==> src/rtl/mem_port_arbiter_pkg.sv <==
// Shared types and constants for the two-requester memory port arbiter.
package mem_port_arbiter_pkg;

  typedef enum logic [1:0] {
    ST_IDLE   = 2'd0,
    ST_ACTIVE = 2'd1,
    ST_RESP   = 2'd2
  } state_t;

  localparam logic OWN_CORE = 1'b0;
  localparam logic OWN_DMA  = 1'b1;

  localparam int DEF_AW      = 32;
  localparam int DEF_DW      = 32;
  localparam int DEF_TIMEOUT = 64;

endpackage

==> src/rtl/mem_rr_arb2.sv <==
// Two-way round-robin grant: a lone request wins, a tie goes to whoever did not own the port last.
module mem_rr_arb2
  import mem_port_arbiter_pkg::*;
(
  input  logic core_req,
  input  logic dma_req,
  input  logic last_owner,
  output logic grant_valid,
  output logic grant_owner
);

  always_comb begin
    grant_valid = core_req | dma_req;
    grant_owner = OWN_CORE;
    if (core_req && dma_req) begin
      grant_owner = (last_owner == OWN_CORE) ? OWN_DMA : OWN_CORE;
    end else if (dma_req) begin
      grant_owner = OWN_DMA;
    end
  end

endmodule

==> src/rtl/mem_port_arbiter.sv <==
// Shares one memory port between the microcoded core and a DMA/debug master:
// arbitrate, hold the latched command on the bus until ack or watchdog expiry, then pulse ready.
module mem_port_arbiter
  import mem_port_arbiter_pkg::*;
#(
  parameter int AW      = DEF_AW,
  parameter int DW      = DEF_DW,
  parameter int TIMEOUT = DEF_TIMEOUT
) (
  input  logic            clk,
  input  logic            rst,
  input  logic            core_cs,
  input  logic            core_we,
  input  logic [AW-1:0]   core_addr,
  input  logic [DW-1:0]   core_wdata,
  input  logic [DW/8-1:0] core_be,
  output logic [DW-1:0]   core_rdata,
  output logic            core_ready,
  output logic            core_err,
  input  logic            dma_req,
  input  logic            dma_we,
  input  logic [AW-1:0]   dma_addr,
  input  logic [DW-1:0]   dma_wdata,
  input  logic [DW/8-1:0] dma_be,
  output logic [DW-1:0]   dma_rdata,
  output logic            dma_ready,
  output logic            dma_err,
  output logic            mem_en,
  output logic            mem_we,
  output logic [AW-1:0]   mem_addr,
  output logic [DW-1:0]   mem_wdata,
  output logic [DW/8-1:0] mem_be,
  input  logic [DW-1:0]   mem_rdata,
  input  logic            mem_ack,
  output logic            busy
);

  localparam int BW  = DW / 8;
  localparam int WDW = (TIMEOUT > 1) ? $clog2(TIMEOUT) : 1;

  state_t             state_q, state_d;
  logic               owner_q, owner_d;
  logic               last_owner_q, last_owner_d;
  logic               cmd_we_q, cmd_we_d;
  logic [AW-1:0]      cmd_addr_q, cmd_addr_d;
  logic [DW-1:0]      cmd_wdata_q, cmd_wdata_d;
  logic [BW-1:0]      cmd_be_q, cmd_be_d;
  logic [WDW-1:0]     wd_cnt_q, wd_cnt_d;
  logic               err_q, err_d;
  // Index 0 is the core channel, index 1 the DMA channel, matching the owner encoding.
  logic [1:0][DW-1:0] rdata_q, rdata_d;

  logic grant_valid;
  logic grant_owner;
  logic wd_expired;

  mem_rr_arb2 u_arb (
    .core_req    (core_cs),
    .dma_req     (dma_req),
    .last_owner  (last_owner_q),
    .grant_valid (grant_valid),
    .grant_owner (grant_owner)
  );

  if (TIMEOUT != 0) begin : g_wd
    assign wd_expired = (wd_cnt_q == WDW'(TIMEOUT - 1));
  end else begin : g_no_wd
    assign wd_expired = 1'b0;
  end

  always_comb begin
    state_d      = state_q;
    owner_d      = owner_q;
    last_owner_d = last_owner_q;
    cmd_we_d     = cmd_we_q;
    cmd_addr_d   = cmd_addr_q;
    cmd_wdata_d  = cmd_wdata_q;
    cmd_be_d     = cmd_be_q;
    wd_cnt_d     = wd_cnt_q;
    err_d        = err_q;
    rdata_d      = rdata_q;
    case (state_q)
      ST_IDLE: begin
        if (grant_valid) begin
          owner_d     = grant_owner;
          cmd_we_d    = (grant_owner == OWN_DMA) ? dma_we    : core_we;
          cmd_addr_d  = (grant_owner == OWN_DMA) ? dma_addr  : core_addr;
          cmd_wdata_d = (grant_owner == OWN_DMA) ? dma_wdata : core_wdata;
          cmd_be_d    = (grant_owner == OWN_DMA) ? dma_be    : core_be;
          wd_cnt_d    = '0;
          state_d     = ST_ACTIVE;
        end
      end
      ST_ACTIVE: begin
        // An ack arriving on the expiry cycle still completes normally.
        if (mem_ack) begin
          err_d   = 1'b0;
          state_d = ST_RESP;
          if (!cmd_we_q) begin
            rdata_d[owner_q] = mem_rdata;
          end
        end else if (wd_expired) begin
          err_d   = 1'b1;
          state_d = ST_RESP;
          if (!cmd_we_q) begin
            rdata_d[owner_q] = '0;
          end
        end else begin
          wd_cnt_d = wd_cnt_q + 1'b1;
        end
      end
      ST_RESP: begin
        last_owner_d = owner_q;
        state_d      = ST_IDLE;
      end
      default: state_d = ST_IDLE;
    endcase
  end

  always_ff @(posedge clk) begin
    if (rst) begin
      state_q      <= ST_IDLE;
      owner_q      <= OWN_CORE;
      last_owner_q <= OWN_DMA;
      cmd_we_q     <= 1'b0;
      cmd_addr_q   <= '0;
      cmd_wdata_q  <= '0;
      cmd_be_q     <= '0;
      wd_cnt_q     <= '0;
      err_q        <= 1'b0;
      rdata_q      <= '0;
    end else begin
      state_q      <= state_d;
      owner_q      <= owner_d;
      last_owner_q <= last_owner_d;
      cmd_we_q     <= cmd_we_d;
      cmd_addr_q   <= cmd_addr_d;
      cmd_wdata_q  <= cmd_wdata_d;
      cmd_be_q     <= cmd_be_d;
      wd_cnt_q     <= wd_cnt_d;
      err_q        <= err_d;
      rdata_q      <= rdata_d;
    end
  end

  logic [1:0] resp_ready;
  logic [1:0] resp_err;

  for (genvar gi = 0; gi < 2; gi++) begin : g_resp
    assign resp_ready[gi] = (state_q == ST_RESP) && (owner_q == 1'(gi));
    assign resp_err[gi]   = resp_ready[gi] & err_q;
  end

  assign core_ready = resp_ready[0];
  assign core_err   = resp_err[0];
  assign core_rdata = rdata_q[0];
  assign dma_ready  = resp_ready[1];
  assign dma_err    = resp_err[1];
  assign dma_rdata  = rdata_q[1];

  assign mem_en    = (state_q == ST_ACTIVE);
  assign mem_we    = mem_en & cmd_we_q;
  assign mem_addr  = cmd_addr_q;
  assign mem_wdata = cmd_wdata_q;
  assign mem_be    = cmd_be_q;
  assign busy      = (state_q == ST_ACTIVE) || (state_q == ST_RESP);

endmodule
==> config.mk <==
export PLATFORM = sky130hd
export DESIGN_NAME = mem_port_arbiter
export DESIGN_NICKNAME = d
export VERILOG_FILES = /design/src/rtl/mem_port_arbiter_pkg.sv /design/src/rtl/mem_rr_arb2.sv /design/src/rtl/mem_port_arbiter.sv
export SDC_FILE = /design/constraint.sdc
export NUM_CORES = 1
export LEC_CHECK = 0
export BUFFER_PORTS_ARGS = -buffer_cell sky130_fd_sc_hd__buf_4
export CELL_PAD_IN_SITES_DETAIL_PLACEMENT = 0
export CELL_PAD_IN_SITES_GLOBAL_PLACEMENT = 1
export CORE_ASPECT_RATIO = 0.8
export CORE_UTILIZATION = 29
export DETAILED_ROUTE_END_ITERATION = 12
export PLACE_DENSITY = 0.83
export REMOVE_ABC_BUFFERS = 1
export SYNTH_ARGS = -nofsm -noshare
export SYNTH_HDL_FRONTEND = slang
export SYNTH_SLANG_ARGS = --single-unit
==> constraint.sdc <==
create_clock -name clk -period 1.8 [get_ports clk]
set_input_delay 0.18 -clock clk [delete_from_list [all_inputs] [get_ports clk]]
set_output_delay 0.18 -clock clk [all_outputs]
set_load 0.05 [all_outputs]
# [Word-level counts from Yosys, hierarchy flattened]
# Index checks and enable logic that the tools add are counted.
[word_totals] reg_bits=144 input_bits=175 out_inout_bits=139 elab_cells=66
[classes] add_sub_neg=1 magnitude_cmp=2 eq_ne=7 mux=24 bitwise_logic=8 reduce_logical=13
[op_table] operator="64-bit 2-to-1 mux" n=4
[op_table] operator="32-bit 2-to-1 mux" n=3
[op_table] operator="64-bit bitwise AND" n=1
[op_table] operator="64-bit bitwise mux" n=1
[op_table] operator="64-bit inverter" n=1
[op_table] operator="32-bit demux with 1-bit select" n=1
[op_table] operator="6-bit 2-to-1 mux" n=3
[op_table] operator="6-bit case mux with 2 select lines" n=1
[op_table] operator="6-bit by 1-bit adder with 6-bit output, second input constant" n=1
[op_table] operator="6-bit == test, second input constant" n=1
[op_table] operator="1-bit 2-to-1 mux" n=6
[op_table] operator="2-bit 2-to-1 mux" n=3
[op_table] operator="2-bit != test, second input constant" n=3
[op_table] operator="2-bit AND reduction" n=3
[op_table] operator="1-bit logical AND" n=4
[op_table] operator="4-bit 2-to-1 mux" n=1
[op_table] operator="2-bit case mux with 2 select lines" n=1
[op_table] operator="4-bit AND reduction" n=1
[op_table] operator="2-bit nonzero test" n=2
[op_table] operator="1-bit bitwise AND" n=3
[op_table] operator="3-bit by 1-bit != test with 1-bit output, second input constant" n=1
[op_table] operator="3-bit AND reduction" n=1
[op_table] operator="2-bit by 1-bit == test with 1-bit output, second input constant" n=1
[op_table] operator="2-bit == test, second input constant" n=1
[op_table] operator="other kinds (6)" n=7

# [Depth between registers and ports, before layout]
# Gate-level depths: netlist of run 1.
[logic_depth] depth_word=9 mapped_depth=9 depth_no_buf=6

# [Modules after synthesis]
# From an unflattened synthesis of run 1, not the netlist that was laid out.
[unflattened] hier_cells=618 hier_area_um2=5977.0
[modules_own_cells] mod="mem_port_arbiter" n_inst=1 cells_each=616 area_each_um2=5963.2 seq_area_each_um2=2882.8
[modules_own_cells] mod="mem_rr_arb2" n_inst=1 cells_each=2 area_each_um2=13.8 seq_area_each_um2=0.0

# [Worst setup path after synthesis of run 1]
# OpenSTA, ideal clock, no wires.
[synth_path] kind="flip-flop to flip-flop" start="register state_q[1]" end="register rdata_q, in the netlist core_rdata[22]" setup_ns=0.132 arrival_ns=2.080 t_required_ns=1.668 slack_ns=-0.412 path_stages_with_launch=10 path_buffers=3 synth_period_minus_slack_ns=2.212 cell_sequence="dfxtp_1 > inv_1 > ha_1 > buf_2 > nand4_1 > or4_1 > clkbuf_1 > buf_6 > nand3_1 > a21oi_1"
[synth_via] elab_chain_len=2
[synth_rtl] element="start: declaration" line_no="mem_port_arbiter.sv:41" text="state_t state_q, state_d;"
[synth_rtl] element="start signal: assignment" line_no="mem_port_arbiter.sv:133" text="state_q <= state_d;"
[synth_rtl] element="2-bit by 1-bit == test with 1-bit output"
[synth_rtl] element="via mem_en" line_no="mem_port_arbiter.sv:28" text="output logic mem_en,"
[synth_rtl] element="3-bit AND reduction (no source line)"
[synth_rtl] element="end signal: assignment" line_no="mem_port_arbiter.sv:142" text="rdata_q <= rdata_d;"
[synth_rtl] element="end: declaration" line_no="mem_port_arbiter.sv:51" text="logic [1:0][DW-1:0] rdata_q, rdata_d;"
# The timed path passes the listed nets, and every way through them passes these cells.
# A chain may end at the register's enable or synchronous reset.

# [Worst setup path after layout of run 1]
[layout_path] start="register state_q[1]" end="register rdata_q, in the netlist dma_rdata[27]"
[layout_via] elab_chain_len=2
[layout_rtl] element="2-bit by 1-bit == test with 1-bit output" line_no="mem_port_arbiter.sv:82" text="case (state_q)"
[layout_rtl] element="3-bit AND reduction (no source line)"
# No other way between the ends.

==> results of run 1 <==
-- metrics by stage --
step / setup TNS (ns) / util (%)
after floorplan: -543.66 / -
after global placement: 0 / 43.7
after detailed placement: -0.120 / 43.7
after CTS: 0 / 48.1
after global routing: -1.40 / 48.6
final: 0 / 48.6
-- cell families (layout without fill, tap and decap cells) --
group / after synthesis / in the layout / share of synthesized area, %
compound gates: 224 / 224 / 19.7
flops: 144 / 144 / 48.6
buf+inv: 70 / 410 / 5.50
mux: 71 / 71 / 12.0
fa+ha+maj: 6 / 6 / 1.26
simple gates: 168 / 168 / 13.0
-- sequential cells by signal (all words and copies together) (netlist names) --
register	cells
state_q	2
mem_be	4
last_owner_q	1
cmd_we_q	1
owner_q	1
mem_wdata	32
mem_addr	32
core_rdata	32
wd_cnt_q	6
err_q	1
dma_rdata	32
-- how the worst max path moves through the flow --
stage | start | endpoint | slack, ns | cells past startpoint
global placement | state_q[1] | wd_cnt_q[5] | 0.04 | 6
floorplan | last_owner_q | cmd_we_q | -6.53 | 3
CTS | state_q[0] | dma_ready | 0.01 | 6
detailed placement | state_q[1] | wd_cnt_q[4] | -0.06 | 6
global route | state_q[1] | dma_rdata[16] | -0.07 | 10
finish | state_q[1] | dma_rdata[27] | 0.04 | 10
-- cell usage after synthesis, drive strengths merged --
master,n
a211o,1
a211oi,1
a21boi,1
a21oi,138
a22oi,1
and2,1
and3,3
buf,22
clkbuf,41
dfxtp,144
ha,6
inv,7
mux2i,71
nand2,76
nand2b,1
nand3,69
nand4,2
nand4b,1
nor2,4
nor2b,2
nor3,2
o2111ai,1
o211ai,1
o21a,1
o21ai,71
o21bai,1
o221ai,1
o311a,2
o311ai,1
o41ai,3
or2,1
or3,3
or3b,1
or4,2
-- layout make-up --
class / instances / area share (%)
clock buffers: 18 / 4.54
clock inverters: 14 / 1.99
inverters: 7 / 0.272
multi-input cells: 469 / 28.8
flip-flops and latches: 144 / 29.8
well taps: 264 / 3.41
repair buffers: 371 / 31.1
-- repair_timing --
action	in CTS	in global routing
setup buffers	0	1
hold buffers	23	0
pin swaps	0	2
gates cloned	0	2
gates resized for setup	2	18
setup endpoints to repair	7	72
hold endpoints to repair	28	0
-- worst max-delay path, stage by stage, from the launching register on --
cell                        delay [ns]
sky130_fd_sc_hd__dfxtp_2          0.33
sky130_fd_sc_hd__inv_2            0.08
sky130_fd_sc_hd__ha_1             0.17
sky130_fd_sc_hd__buf_4            0.16
sky130_fd_sc_hd__nand2_1          0.10
sky130_fd_sc_hd__buf_4            0.16
sky130_fd_sc_hd__nor3_4           0.16
sky130_fd_sc_hd__buf_6            0.16
sky130_fd_sc_hd__clkbuf_16        0.16
sky130_fd_sc_hd__nand2_1          0.06
sky130_fd_sc_hd__a21oi_1          0.13
-- power by group through the flow --
stage	combinational, mW	sequential (mW)	clock, mW
2_1_floorplan	1.60	6.17	0
3_3_place_gp	5.69	4.21	0
3_5_place_dp	5.74	4.22	0
4_1_cts	5.79	4.17	3.87
5_1_grt	6.15	4.27	4.03
6_report	5.80	4.18	3.79
-- per-layer routing --
layer  global-route usage (%)  vias to the layer above  wire [um]
met5                        0                        -          0
met4                     6.60                        0        447
met3                     4.90                       29       1020
met2                     31.4                      171      10100
met1                     23.1                     2881       9000
li1                         -                     3064          -
==> qor_table.md, run 1 <==
| Quantity | Value |
| --- | --- |
| IO buf count | 313 |
| Leading post-synthesis cells by cell area | sky130_fd_sc_hd__dfxtp_1 49%, sky130_fd_sc_hd__mux2i_1 12%, sky130_fd_sc_hd__a21oi_1 12% |
| Number of max-slew violations in the final report | 0 |
| Die height | 130 um |
| Hold path startpoint | mem_rdata[15] |
| Reg area | 2890 sq um |
| Post-synthesis average cell area | 8.69 sq um |
| Switching share of power | 41.8% |
| Clk network pwr share | 27.5% |
| Period utilisation layout | 97.9% |
| Launching element type of the critical path | flop |
| DIE WIDTH | 162 um |
| Category of the critical setup timing path | reg2reg |
| Leading cell types in the layout, fill and taps excluded | 333 x sky130_fd_sc_hd__buf_4, 141 x sky130_fd_sc_hd__dfxtp_1, 136 x sky130_fd_sc_hd__a21oi_1, 76 x sky130_fd_sc_hd__nand2_1 |
| Worst-case hold path end point | core_rdata[15] |
| Power density over cell area | 1420 nW/um^2 |
| Register area share after synthesis | 48.6% |
| Die Footprint | 21100 sq um |
| Relative area change from synthesis to final layout | 63.0% |
| Buffer type at the clock tree root | sky130_fd_sc_hd__clkbuf_16 |
| Critical Path End Type | flop |
| Net switching component of the power | 5.76 mW |
| Std-Cell Core Area | 19900 sq um |
| Minimum clock period after layout | 1.76 ns |
| Initial Util | 29.8% |
| Hold_ws | 0.0193 ns |
| Most common cell after layout, fill and taps aside | sky130_fd_sc_hd__buf_4 |
| Via count of the first global-routing pass | 6000 |
| Arr. time, crit path | 2.10 ns |
| Number of failing setup endpoints in the final timing report | 0 |
| Post-Synthesis Cells | 683 |
| Area used by multi-input combinational logic | 2790 sq um |
| Worst Clk Skew | 0.0103 ns |
| Hold WC Path Type | in2reg |
| Worst reg2reg startpoint | state_q[1] |
| Residual antenna-violating net count after detailed routing | 0 |
| Synthesis warning total | 0 |
| Cell variety after synth | 38 |
| Number of failing hold endpoints at the final stage | 0 |
| TritonCTS clock tree | done |
| Measured slew at the worst slew-check pin | 0.704 ns |
| CP Data Required Time | 2.14 ns |
| Setup repair after global routing missed its margin | true |
| Relative contribution of combinational cells to total power | 42.1% |
| Status | finished clean |
| Clock buffers created by TritonCTS | 17 |
| Length of the first detailed-routing pass in iterations | 5 |
| Pre-CTS worst setup slack | -0.0575 ns |
| PnR Total Power | 13.8 mW |
| Largest fanout of any net on the critical path | 10 |
| Placed wire-length estimate after detailed placement | 14.4 mm |
| Max cap viols | 0 |
| Via density per instance | 4.77 |
| Total vias in the final route | 6145 |
| Maximum ir drop on the vdd rail | 0.710 mV |
| Clock-pin slew on the worst setup and hold paths | 0.06 ns |
| Number of primary I/O pins | 314 |
| Number of nets at the end of the flow | 1191 |
| CTS H-Tree Depth | 4 |
| Antenna violations before repair | 0 |
| Post-synthesis instance area | 5940 sq um |
| Final design instance area without fill | 9670 sq um |
| Share of Yosys cell area claimed by the top area cell type | 48.6% |
| Worst relative slew slack | 53.1% |
| Sinks on Clock Net | 144 |
| Total instance count after detailed placement | 1229 |
| Maximum number of pins on one net before global-route repair | 65 |
| Non-filler instance count after layout | 1287 |
| Fin worst setup slack | 0.0372 ns |
| Static Leak | 4.19 nW |
| Remaining design rule violation count | 0 |
| Worst R2R End | dma_rdata[27] |
| Cell type with the highest aggregate area in the netlist | sky130_fd_sc_hd__dfxtp_1 |
| First-iteration detailed-routing DRC count | 332 |
| Site Rows | 46 |
| Final weighted congestion of routability-driven global placement | 0.797 |
| Final routed wire length divided by cell count | 16.0 um |
| Clock network latency to the later pin of the worst-skew pair | 0.42 ns |
| Routed WL | 20.6 mm |
| Fill cell instance count of the final layout | 1928 |
| Final antenna diode count | 0 |
| Share of total power in sequential cells | 30.3% |
| Achievable Freq | 567 MHz |
| Depth of the most critical reg-to-reg path | 10 |
| Instance count along the most critical hold path | 3 |
| Reg-to-reg setup timing slack | 0.04 ns |
| Internal | 8.02 mW |
| GRT Total Usage | 18.7% |
| Proportion of layout cells with a drive suffix above 1 | 38.9% |
| First-pass GRT wire length | 30.8 mm |
| Flip-flop and latch count after synthesis | 144 |
| Total overflow reported by the global router | 0 |
| CTS Buffer Depth | 2 |
| Post-detailed-placement cell area | 8710 sq um |
Note: power is estimated with default switching activity, not from simulation.
==> run 2: changes to the inputs <==
--- a/config.mk
+++ b/config.mk
@@ -10,3 +10,3 @@
 export CELL_PAD_IN_SITES_GLOBAL_PLACEMENT = 1
-export CORE_ASPECT_RATIO = 0.8
+export CORE_ASPECT_RATIO = 0.7
 export CORE_UTILIZATION = 29
==> constraint.sdc (replaced) <==
create_clock -name clk -period 1.8 [get_ports clk]
set_input_delay 0.27 -clock clk [delete_from_list [all_inputs] [get_ports clk]]
set_output_delay 0.27 -clock clk [all_outputs]
set_load 0.05 [all_outputs]
==> run 2 against run 1 <==
  * Utilization is 1.4 points lower
  * Count of clock-buffer cells in the layout is 1 lower
  * Global-route usage is 0.42 points lower
  * Wire length is 4.1% lower
  * Sequential share of layout area is 0.89 points higher
  * Critical path depth is 5 lower
  * Highest routed layer unchanged
==> qor_table.md, run 2 (same netlist as run 1, synthesis figures left out) <==
| Quantity | Value | Change |
| --- | --- | --- |
| CTS H-Tree Depth | 4 | unchanged |
| Status | finished clean | unchanged |
| TritonCTS clock tree | done | unchanged |
| Std-Cell Core Area | 19900 sq um | about the same |
| Final weighted congestion of routability-driven global placement | 0.867 | was 0.797 |
| Site Rows | 43 | was 46 |
| Post-detailed-placement cell area | 8750 sq um | was 8710 sq um |
| Clock-pin slew on the worst setup and hold paths | 0.07 ns | was 0.06 ns |
| Length of the first detailed-routing pass in iterations | 5 | unchanged |
| Static Leak | 4.05 nW | was 4.19 nW |
| Sinks on Clock Net | 144 | unchanged |
| Number of max-slew violations in the final report | 0 | unchanged |
| Buffer type at the clock tree root | sky130_fd_sc_hd__clkbuf_16 | unchanged |
| Maximum number of pins on one net before global-route repair | 75 | was 65 |
| Relative contribution of combinational cells to total power | 42.6% | was 42.1% |
| Maximum ir drop on the vdd rail | 0.686 mV | was 0.710 mV |
| Max cap viols | 0 | unchanged |
| Clock network latency to the later pin of the worst-skew pair | 0.42 ns | about the same |
| First-pass GRT wire length | 30.3 mm | was 30.8 mm |
| Die height | 122 um | was 130 um |
| Placed wire-length estimate after detailed placement | 14.3 mm | was 14.4 mm |
| Post-CTS setup-driven buffer insertion count | 0 | unchanged |
| Total vias in the final route | 6028 | was 6145 |
| Hold WC Path Type | in2reg | unchanged |
| Share of total power in sequential cells | 30.7% | was 30.3% |
| Switching share of power | 42.3% | was 41.8% |
| GRT Total Usage | 18.2% | was 18.7% |
| Category of the critical setup timing path | reg2out | was reg2reg |
| Clk network pwr share | 26.8% | was 27.5% |
| Die Footprint | 21100 sq um | about the same |
| Total instance count after detailed placement | 1237 | was 1229 |
| Non-filler instance count after layout | 1269 | was 1287 |
| Final antenna diode count | 0 | unchanged |
| Pre-CTS worst setup slack | -0.0230 ns | was -0.0575 ns |
| CP Data Required Time | 1.53 ns | was 2.14 ns |
| First-iteration detailed-routing DRC count | 340 | was 332 |
| Final routed wire length divided by cell count | 15.5 um | was 16.0 um |
| Final design instance area without fill | 9390 sq um | was 9670 sq um |
| Via count of the first global-routing pass | 5753 | was 6000 |
| Net switching component of the power | 5.74 mW | was 5.76 mW |
| Achievable Freq | 580 MHz | was 567 MHz |
| Relative area change from synthesis to final layout | 58.1% | was 63.0% |
| Worst relative slew slack | 66.7% | was 53.1% |
| Critical Path End Type | output pin | was flop |
| Number of hold buffers added after cts | 0 | was 23 |
| GRT busiest layer | met2 | unchanged |
| Proportion of layout cells with a drive suffix above 1 | 39.3% | was 38.9% |
| Residual antenna-violating net count after detailed routing | 0 | unchanged |
| Remaining design rule violation count | 0 | unchanged |
| Total overflow reported by the global router | 0 | unchanged |
| Setup repair after global routing missed its margin | false | was true |
| Number of nets at the end of the flow | 1167 | was 1191 |
| Clock buffers created by TritonCTS | 17 | unchanged |
| Leading cell types in the layout, fill and taps excluded | 332 x sky130_fd_sc_hd__buf_4, 143 x sky130_fd_sc_hd__dfxtp_1, 137 x sky130_fd_sc_hd__a21oi_1, 76 x sky130_fd_sc_hd__nand2_1 | was 333 x sky130_fd_sc_hd__buf_4, 141 x sky130_fd_sc_hd__dfxtp_1, 136 x sky130_fd_sc_hd__a21oi_1, 76 x sky130_fd_sc_hd__nand2_1 |
| Worst Clk Skew | 0.0128 ns | was 0.0103 ns |
| GR Util met1 | 23.0% | was 23.1% |
| Antenna violations before repair | 0 | unchanged |
| Launching element type of the critical path | flop | unchanged |
| Routed WL | 19.7 mm | was 20.6 mm |
| Internal | 7.81 mW | was 8.02 mW |
| Arr. time, crit path | 1.45 ns | was 2.10 ns |
| Power density over cell area | 1440 nW/um^2 | was 1420 nW/um^2 |
| Fin worst setup slack | 0.0752 ns | was 0.0372 ns |
| Met3 layer usage reported by global route | 6.46% | was 4.90% |
| IO buf count | 313 | unchanged |
| Period utilisation layout | 95.8% | was 97.9% |
| Measured slew at the worst slew-check pin | 0.500 ns | was 0.704 ns |
| Initial Util | 29.8% | about the same |
| Core occupancy in the finished layout | 47.2% | was 48.6% |
| Minimum clock period after layout | 1.72 ns | was 1.76 ns |
| Number of failing hold endpoints at the final stage | 0 | unchanged |
| DIE WIDTH | 173 um | was 162 um |
| Number of primary I/O pins | 314 | unchanged |
| Via density per instance | 4.75 | was 4.77 |
| Number of failing setup endpoints in the final timing report | 0 | unchanged |
| CTS Buffer Depth | 2 | unchanged |
| Largest fanout of any net on the critical path | 4 | was 10 |
| Global-route met2 utilization | 29.5% | was 31.4% |
| Most common cell after layout, fill and taps aside | sky130_fd_sc_hd__buf_4 | unchanged |
-- run 2: final cells by class --
class	count	area, sq um
Clock buffer	17	425
Clock inverter	15	170
Fill cell	1943	10500
Inverter	7	26.3
Multi-Input combinational cell	469	2790
Sequential cell	144	2880
Tap cell	270	338
Timing Repair Buffer	347	2760
-- run 2: worst paths after layout --
check        cells after the start          start             to  slack [ns]
max                              5     state_q[0]     core_ready        0.08
min                              3  mem_rdata[10]  dma_rdata[10]         0.1
min reg2reg                      2  core_rdata[1]  core_rdata[1]        0.46
max reg2reg                      7     state_q[1]  dma_rdata[25]        0.09
-- run 2: power by group through the flow --
stage / Combinational, mW / Sequential [mW] / Clock [mW]
finish: 5.77 / 4.15 / 3.63
global route: 6.11 / 4.24 / 3.87
CTS: 5.77 / 4.15 / 3.72
detailed placement: 5.75 / 4.20 / 0
global placement: 5.72 / 4.19 / 0
floorplan: 1.60 / 6.17 / 0
-- run 2: critical path, cell delays in order, from the launching register on --
cell,delay [ns]
sky130_fd_sc_hd__dfxtp_2,0.34
sky130_fd_sc_hd__inv_1,0.12
sky130_fd_sc_hd__ha_2,0.21
sky130_fd_sc_hd__inv_1,0.07
sky130_fd_sc_hd__nor2_1,0.13
sky130_fd_sc_hd__buf_6,0.18
-- run 2: timing repair --
action,CTS,global route
endpoints found under the setup margin,4,14
cloned,0,0
resized for setup,4,8
endpoints found under the hold margin,0,0
-- run 2: routing by layer --
layer	wire length [um]	share of wire, %
met1	9030	46
met2	9190	47
met3	1210	6.1
met4	282	1.4
met5	0	0
-- run 2: per-stage QoR --
step / setup TNS, ns / hold slack [ns] / power [mW]
3_3_place_gp: 0 / 0.454 / 9.91
2_1_floorplan: -545.19 / 0.339 / 7.77
3_5_place_dp: -0.0384 / 0.459 / 9.95
6_report: 0 / 0.0988 / 13.5
4_1_cts: 0 / 0.0781 / 13.6
5_1_grt: 0 / 0.0683 / 14.2
